## src/rtl/circle_control.sv

```systemverilog
// circle_control: sequencer that clears the 160x120 screen, then drives a midpoint-circle datapath.
// Revision 1.0
`default_nettype none
`timescale 1ns/1ps

module circle_control (
  input  logic       CLOCK_50,
  input  logic       reset,
  input  logic       start,
  input  logic [2:0] colour_in,
  input  logic       c_done,
  input  logic       crit_pos,
  input  logic       loop_done,
  input  logic       x_done,
  input  logic       y_done,
  output logic       x_start,
  output logic       y_start,
  output logic       x_enable,
  output logic       y_enable,
  output logic       counter_start,
  output logic       counter_enable,
  output logic       x_off_enable,
  output logic       y_off_enable,
  output logic       crit_enable,
  output logic       crit_sel,
  output logic       blank,
  output logic       plot,
  output logic [2:0] colour,
  output logic       dp_resetn,
  output logic       done
);

  localparam logic [3:0] IDLE      = 4'd0;
  localparam logic [3:0] CLR_INIT  = 4'd1;
  localparam logic [3:0] CLR_ROW   = 4'd2;
  localparam logic [3:0] CIRC_INIT = 4'd3;
  localparam logic [3:0] OCT_LOAD  = 4'd4;
  localparam logic [3:0] OCT_PLOT  = 4'd5;
  localparam logic [3:0] STEP      = 4'd6;
  localparam logic [3:0] CHECK     = 4'd7;
  localparam logic [3:0] DONE      = 4'd8;

  logic [3:0] state;
  logic [3:0] state_next;
  logic [2:0] colour_reg;

  always_ff @(posedge CLOCK_50) begin
    if (reset) begin
      state      <= IDLE;
      colour_reg <= 3'b000;
    end else begin
      state <= state_next;
      if (state == IDLE && start)
        colour_reg <= colour_in;
    end
  end

  always_comb begin
    state_next = state;
    case (state)
      IDLE:      if (start) state_next = CLR_INIT;
      CLR_INIT:  state_next = CLR_ROW;
      CLR_ROW:   if (y_done) state_next = CIRC_INIT;
      CIRC_INIT: state_next = OCT_LOAD;
      OCT_LOAD:  state_next = OCT_PLOT;
      OCT_PLOT:  state_next = c_done ? STEP : OCT_LOAD;
      STEP:      state_next = CHECK;
      CHECK:     state_next = loop_done ? DONE : OCT_LOAD;
      DONE:      if (!start) state_next = IDLE;
      default:   state_next = IDLE;
    endcase
  end

  // Outputs are decoded from state; reset forces them quiet within the same cycle.
  always_comb begin
    x_start        = 1'b0;
    y_start        = 1'b0;
    x_enable       = 1'b0;
    y_enable       = 1'b0;
    counter_start  = 1'b0;
    counter_enable = 1'b0;
    x_off_enable   = 1'b0;
    y_off_enable   = 1'b0;
    crit_enable    = 1'b0;
    crit_sel       = 1'b0;
    blank          = 1'b0;
    plot           = 1'b0;
    colour         = 3'b000;
    dp_resetn      = 1'b1;
    done           = 1'b0;
    case (state)
      CLR_INIT: begin
        dp_resetn = 1'b0;
        blank     = 1'b1;
        x_start   = 1'b1;
        y_start   = 1'b1;
        x_enable  = 1'b1;
        y_enable  = 1'b1;
      end
      CLR_ROW: begin
        if (y_done) begin
          plot = 1'b0;
        end else if (x_done) begin
          blank    = 1'b1;
          x_start  = 1'b1;
          x_enable = 1'b1;
          y_enable = 1'b1;
        end else begin
          blank    = 1'b1;
          plot     = 1'b1;
          colour   = 3'b000;
          x_enable = 1'b1;
        end
      end
      CIRC_INIT: begin
        blank         = 1'b1;
        crit_enable   = 1'b1;
        x_off_enable  = 1'b1;
        counter_start = 1'b1;
      end
      OCT_LOAD: begin
        x_enable = 1'b1;
        y_enable = 1'b1;
      end
      OCT_PLOT: begin
        plot           = 1'b1;
        colour         = colour_reg;
        counter_enable = 1'b1;
      end
      STEP: begin
        y_off_enable  = 1'b1;
        crit_enable   = 1'b1;
        crit_sel      = crit_pos;
        x_off_enable  = crit_pos;
        counter_start = 1'b1;
      end
      DONE: done = 1'b1;
      default: ;
    endcase
    if (reset) begin
      x_start        = 1'b0;
      y_start        = 1'b0;
      x_enable       = 1'b0;
      y_enable       = 1'b0;
      counter_start  = 1'b0;
      counter_enable = 1'b0;
      x_off_enable   = 1'b0;
      y_off_enable   = 1'b0;
      crit_enable    = 1'b0;
      crit_sel       = 1'b0;
      blank          = 1'b0;
      plot           = 1'b0;
      colour         = 3'b000;
      dp_resetn      = 1'b0;
      done           = 1'b0;
    end
  end

endmodule

`default_nettype wire

```

## config.mk

```make
export PLATFORM = sky130hd
export DESIGN_NAME = circle_control
export DESIGN_NICKNAME = d
export VERILOG_FILES = /design/src/rtl/circle_control.sv
export SDC_FILE = /design/constraint.sdc
export NUM_CORES = 1
export LEC_CHECK = 0
export CAP_MARGIN = 40
export CORE_MARGIN = 4
export CORE_UTILIZATION = 39
export CTS_BUF_LIST = sky130_fd_sc_hd__clkbuf_8
export DETAILED_ROUTE_END_ITERATION = 7
export GPL_TIMING_DRIVEN = 0
export PLACE_DENSITY = 0.79
export SKIP_CTS_REPAIR_TIMING = 1
export SLEW_MARGIN = 15
export SYNTH_ARGS = -nofsm -noshare
export SYNTH_HDL_FRONTEND = slang
export SYNTH_SLANG_ARGS = --single-unit
```

## constraint.sdc

```tcl
create_clock -name CLOCK_50 -period 1.9 [get_ports CLOCK_50]
set_clock_uncertainty 0.1 [all_clocks]
set_input_delay 0.19 -clock CLOCK_50 [delete_from_list [all_inputs] [get_ports CLOCK_50]]
set_output_delay 0.19 -clock CLOCK_50 [all_outputs]
set_load 0.005 [all_outputs]
```

Yosys cells after proc, flatten, opt, wreduce, memory -nomap -nowiden
Index checks and enable logic that the tools add are counted.
{"block": "op_classes", "eq_ne": 11, "mux": 39, "reduce_logical": 6}
{"op": "4-bit one-hot mux with 9 select lines", "n": 1}
{"op": "1-bit two-way mux", "n": 25}
{"op": "4-bit by 3-bit equality test with 1-bit output (second input constant)", "n": 4}
{"op": "4-bit two-way mux", "n": 4}
{"op": "1-bit one-hot mux with 2 select lines", "n": 6}
{"op": "4-bit by 2-bit equality test with 1-bit output (second input constant)", "n": 2}
{"op": "3-bit two-way mux", "n": 2}
{"op": "2-bit != test (second input constant)", "n": 3}
{"op": "2-bit OR reduction", "n": 3}
{"op": "4-bit by 1-bit equality test with 1-bit output (second input constant)", "n": 1}
{"op": "4-bit equality test (second input constant)", "n": 1}
{"op": "4-bit logical NOT", "n": 1}
{"op": "3-bit AND reduction", "n": 1}
{"op": "2-bit two-way mux", "n": 1}
{"op": "1-bit logical AND", "n": 1}
{"block": "word_totals", "regBits": 7, "inputBits": 11, "output_inout_bits": 17, "word_cells": 58}

Longest topological paths before layout
{"block": "depth", "depth_word": 4, "depth_mapped": 5, "mapped_depth_nobuf": 3}

Least setup slack after synthesis
No wires, ideal clock.
{"block": "synth_timing", "kind": "reg2out", "start": "register state[2]", "end": "output plot", "t_arrival_ns": 1.233, "t_required_ns": 1.610, "setup_slack_ns": 0.377, "stages_incl_launch_ff": 4, "n_path_buf": 0, "cell_sequence": "dfxtp_1 or3_4 or3_4 o22ai_2"}
{"block": "synth_between", "elab_chain_len": 3, "elab_cells_between_ends": 4}
{"item": "from (decl)", "line": "43", "rtl": "logic [3:0] state;"}
{"item": "from (signal assigned)", "line": "52", "rtl": "state <= state_next;"}
{"item": "4-bit by 3-bit equality test with 1-bit output / 4-bit by 2-bit equality test with 1-bit output (equally long branches)", "line": "91", "rtl": "case (state)"}
{"item": "1-bit one-hot mux with 2 select lines *", "line": "91"}
{"item": "1-bit two-way mux *", "line": "140", "rtl": "if (reset) begin"}
{"item": "to (decl)", "line": "27", "rtl": "output logic plot,"}
Mark *: on every way between the ends. The rest lies on a longest branch, timed or not.

Final worst setup path
{"block": "layout_timing", "start": "register state[3]", "end": "output plot"}
Same word-level chain as after synthesis.

==> metrics.txt <==
total power draw 0.5823 mW; r2r setup slk 0.39 ns; area grow syn2layout 88.18%; Die Ht 44.09 um; # DRC 0; Crit. End Element output pin; row cnt 12; slowest CP cell or3_4; CP Capture Point plot; Post-Route WL 1905 um; iteration count of the initial detailed-routing pass 4; most common cell after layout, fill and taps aside clkdlybuf4s50_1; CP top delay family simple AND/OR/NAND/NOR gates; PwrDens 609.1 nW/um^2; Synth area leader dfxtp_1; Pleak 0.5520 nW; critical path fanouts, max 3; syn_area_per_cell 7.257 sq um; Die W 44.09 um; remaining antenna violation count after routing 0; maxcap violations 0; CP Class flop to output pin; RR Endpoint state[1]; Worst Path Required 1.61 ns; Ys Warns 0; H-Tree Depth 1; GRT Total Usage 0.1669; Placer Congestion 0.7957; CP Cell Sequence or3_4 -> or3_4 -> buf_6 -> o22ai_2 -> buf_2; Synth async-reset ratio 0; CP arrival 1.69 ns; Tcrit/Tclk final 1.044; Clock transition at path regs 0.04 ns; first-pass GRT wire length 2373 um; max reg flops 4; Place WS -0.5359 ns; worst skew pair latency 0.23 ns; I/O Buffers 27; diode count 0; non-filler cells, final 119; peak supply drop 577.8 uV; Synth top area share 0.2759; Initial DRC Count 20; Hold Crit Class primary input to flop; deepest clock path buffer count 2; failing checks setup timing; pin count of the biggest net entering global routing 11; clk sinks 7; Post-Place Cells 111; Avg Vias per Cell 5.605; clock root cell clkbuf_8; Synth area leaders dfxtp_1 (28%), a21oi_1 (6.9%), o21ai_0 (5.9%); synthesized flop and latch total 7; initial antenna violation count 0; Worst Path Buf+Inv 2; fin crit period 1.983 ns; via count 667; CP dominant cell by count or3_4; RSZ-0062 raised after global routing true; drt wl/cell 16.01 um; cells after synthesis 70; utilization after layout 0.8162; Fmax 504.3 MHz; vias in the first global route 542; CP Launch Type flop; # nets final 117; Remaining Overflow, GRT 0; WP depth 5; ratio of cells with drive above 1 in the final layout 0.3238; Seq/Total Area, Yosys 0.2759; worst r2r src state[3]; Final Setup Violations 5; IO Count 28; status finished, violations left; CTS tree yes; CTS buffer count 3; CP max stage delay 0.41 ns; worst r2r path cells 4; Synth cell types 28; HPWL after DPL 1175 um; Max transition margin 0.6549; Critical path origin state[3]; Max Slew Vio Count 0; die area 1944 sq um; Worst-Margin Slew 0.5105 ns; Initial Utilization 0.4338; dominant synthesized flop cell dfxtp_1; Syn Std Cell Area 508.0 sq um; Synth Net Count 81; post-route worst setup slack -0.08296 ns; Hold WS 0.2259 ns; commonest cells after routing, fill and taps aside clkdlybuf4s50_1 (12), dlymetal6s2s_1 (11), a21oi_1 (6); core area 1171 sq um; Final Hold Vio Count 0; Post-synth EDFFs 0; hold wc startpoint reset
[worst min path at each step]
stage | cells after the start | slack, ns | to
finish | 3 | 0.23 | state[3]
global route | 3 | 0.24 | state[3]
CTS | 2 | 0.37 | colour_reg[0]
detailed placement | 2 | 0.37 | colour_reg[0]
global placement | 2 | 0.36 | colour_reg[2]
floorplan | 2 | 0.24 | colour_reg[0]
[cell usage after synthesis, types with 3 or more instances]
master	count
a21oi_1	7
and2_1	4
clkbuf_1	3
dfxtp_1	7
nand2_1	3
nand2b_1	3
nand3_1	5
nor2_1	8
o21ai_0	6
[per-stage QoR]
stage / TNS (ns) / instance area, sq um
after detailed placement: -5.078 / 795.8
after global placement: -5.050 / 795.8
final: -0.2407 / 955.9
after CTS: -5.426 / 840.8
after global routing: -0.5692 / 955.9
after floorplan: 0 / 508.0
[report_power, final]
group	switching (mW)	total (mW)	internal, mW
combinational	0.0981	0.201	0.103
sequential	0.0140	0.176	0.162
clock	0.0653	0.205	0.140
[worst reg2reg max path, stage by stage, from the launching register on]
cell     delay [ns]
dfxtp_2        0.33
or3_4          0.39
or3_4          0.41
buf_6          0.14
o21ai_0        0.06
[cell type report]
| type | count | area (sq um) |
|---|---|---|
| Tap cell | 14 | 17.52 |
| Clock inverter | 1 | 3.754 |
| Multi-Input combinational cell | 55 | 376.6 |
| Fill cell | 78 | 215.2 |
| Buffer | 6 | 51.30 |
| Timing Repair Buffer | 31 | 311.5 |
| Clock buffer | 3 | 41.29 |
| Inverter | 2 | 10.01 |
| Sequential cell | 7 | 143.9 |
[layer usage]
| metal | up-vias | GRT usage | part of all wire |
|---|---|---|---|
| met5 | - | 0 | 0 |
| met4 | 0 | 0.1265 | 0.046 |
| met3 | 9 | 0.04472 | 0.069 |
| met2 | 37 | 0.2587 | 0.48 |
| met1 | 304 | 0.1937 | 0.40 |
| li1 | 317 | - | - |
[logic make-up (layout without fill, tap and decap cells)]
kind of cell    Yosys count  after routing  synth area share
flops                     7              7            0.2759
compound gates           18             18            0.2217
xor+xnor                  1              1           0.01724
buf+inv                   8             43           0.07144
simple gates             36             36            0.4138
Note: power is estimated with default switching activity, not from simulation.
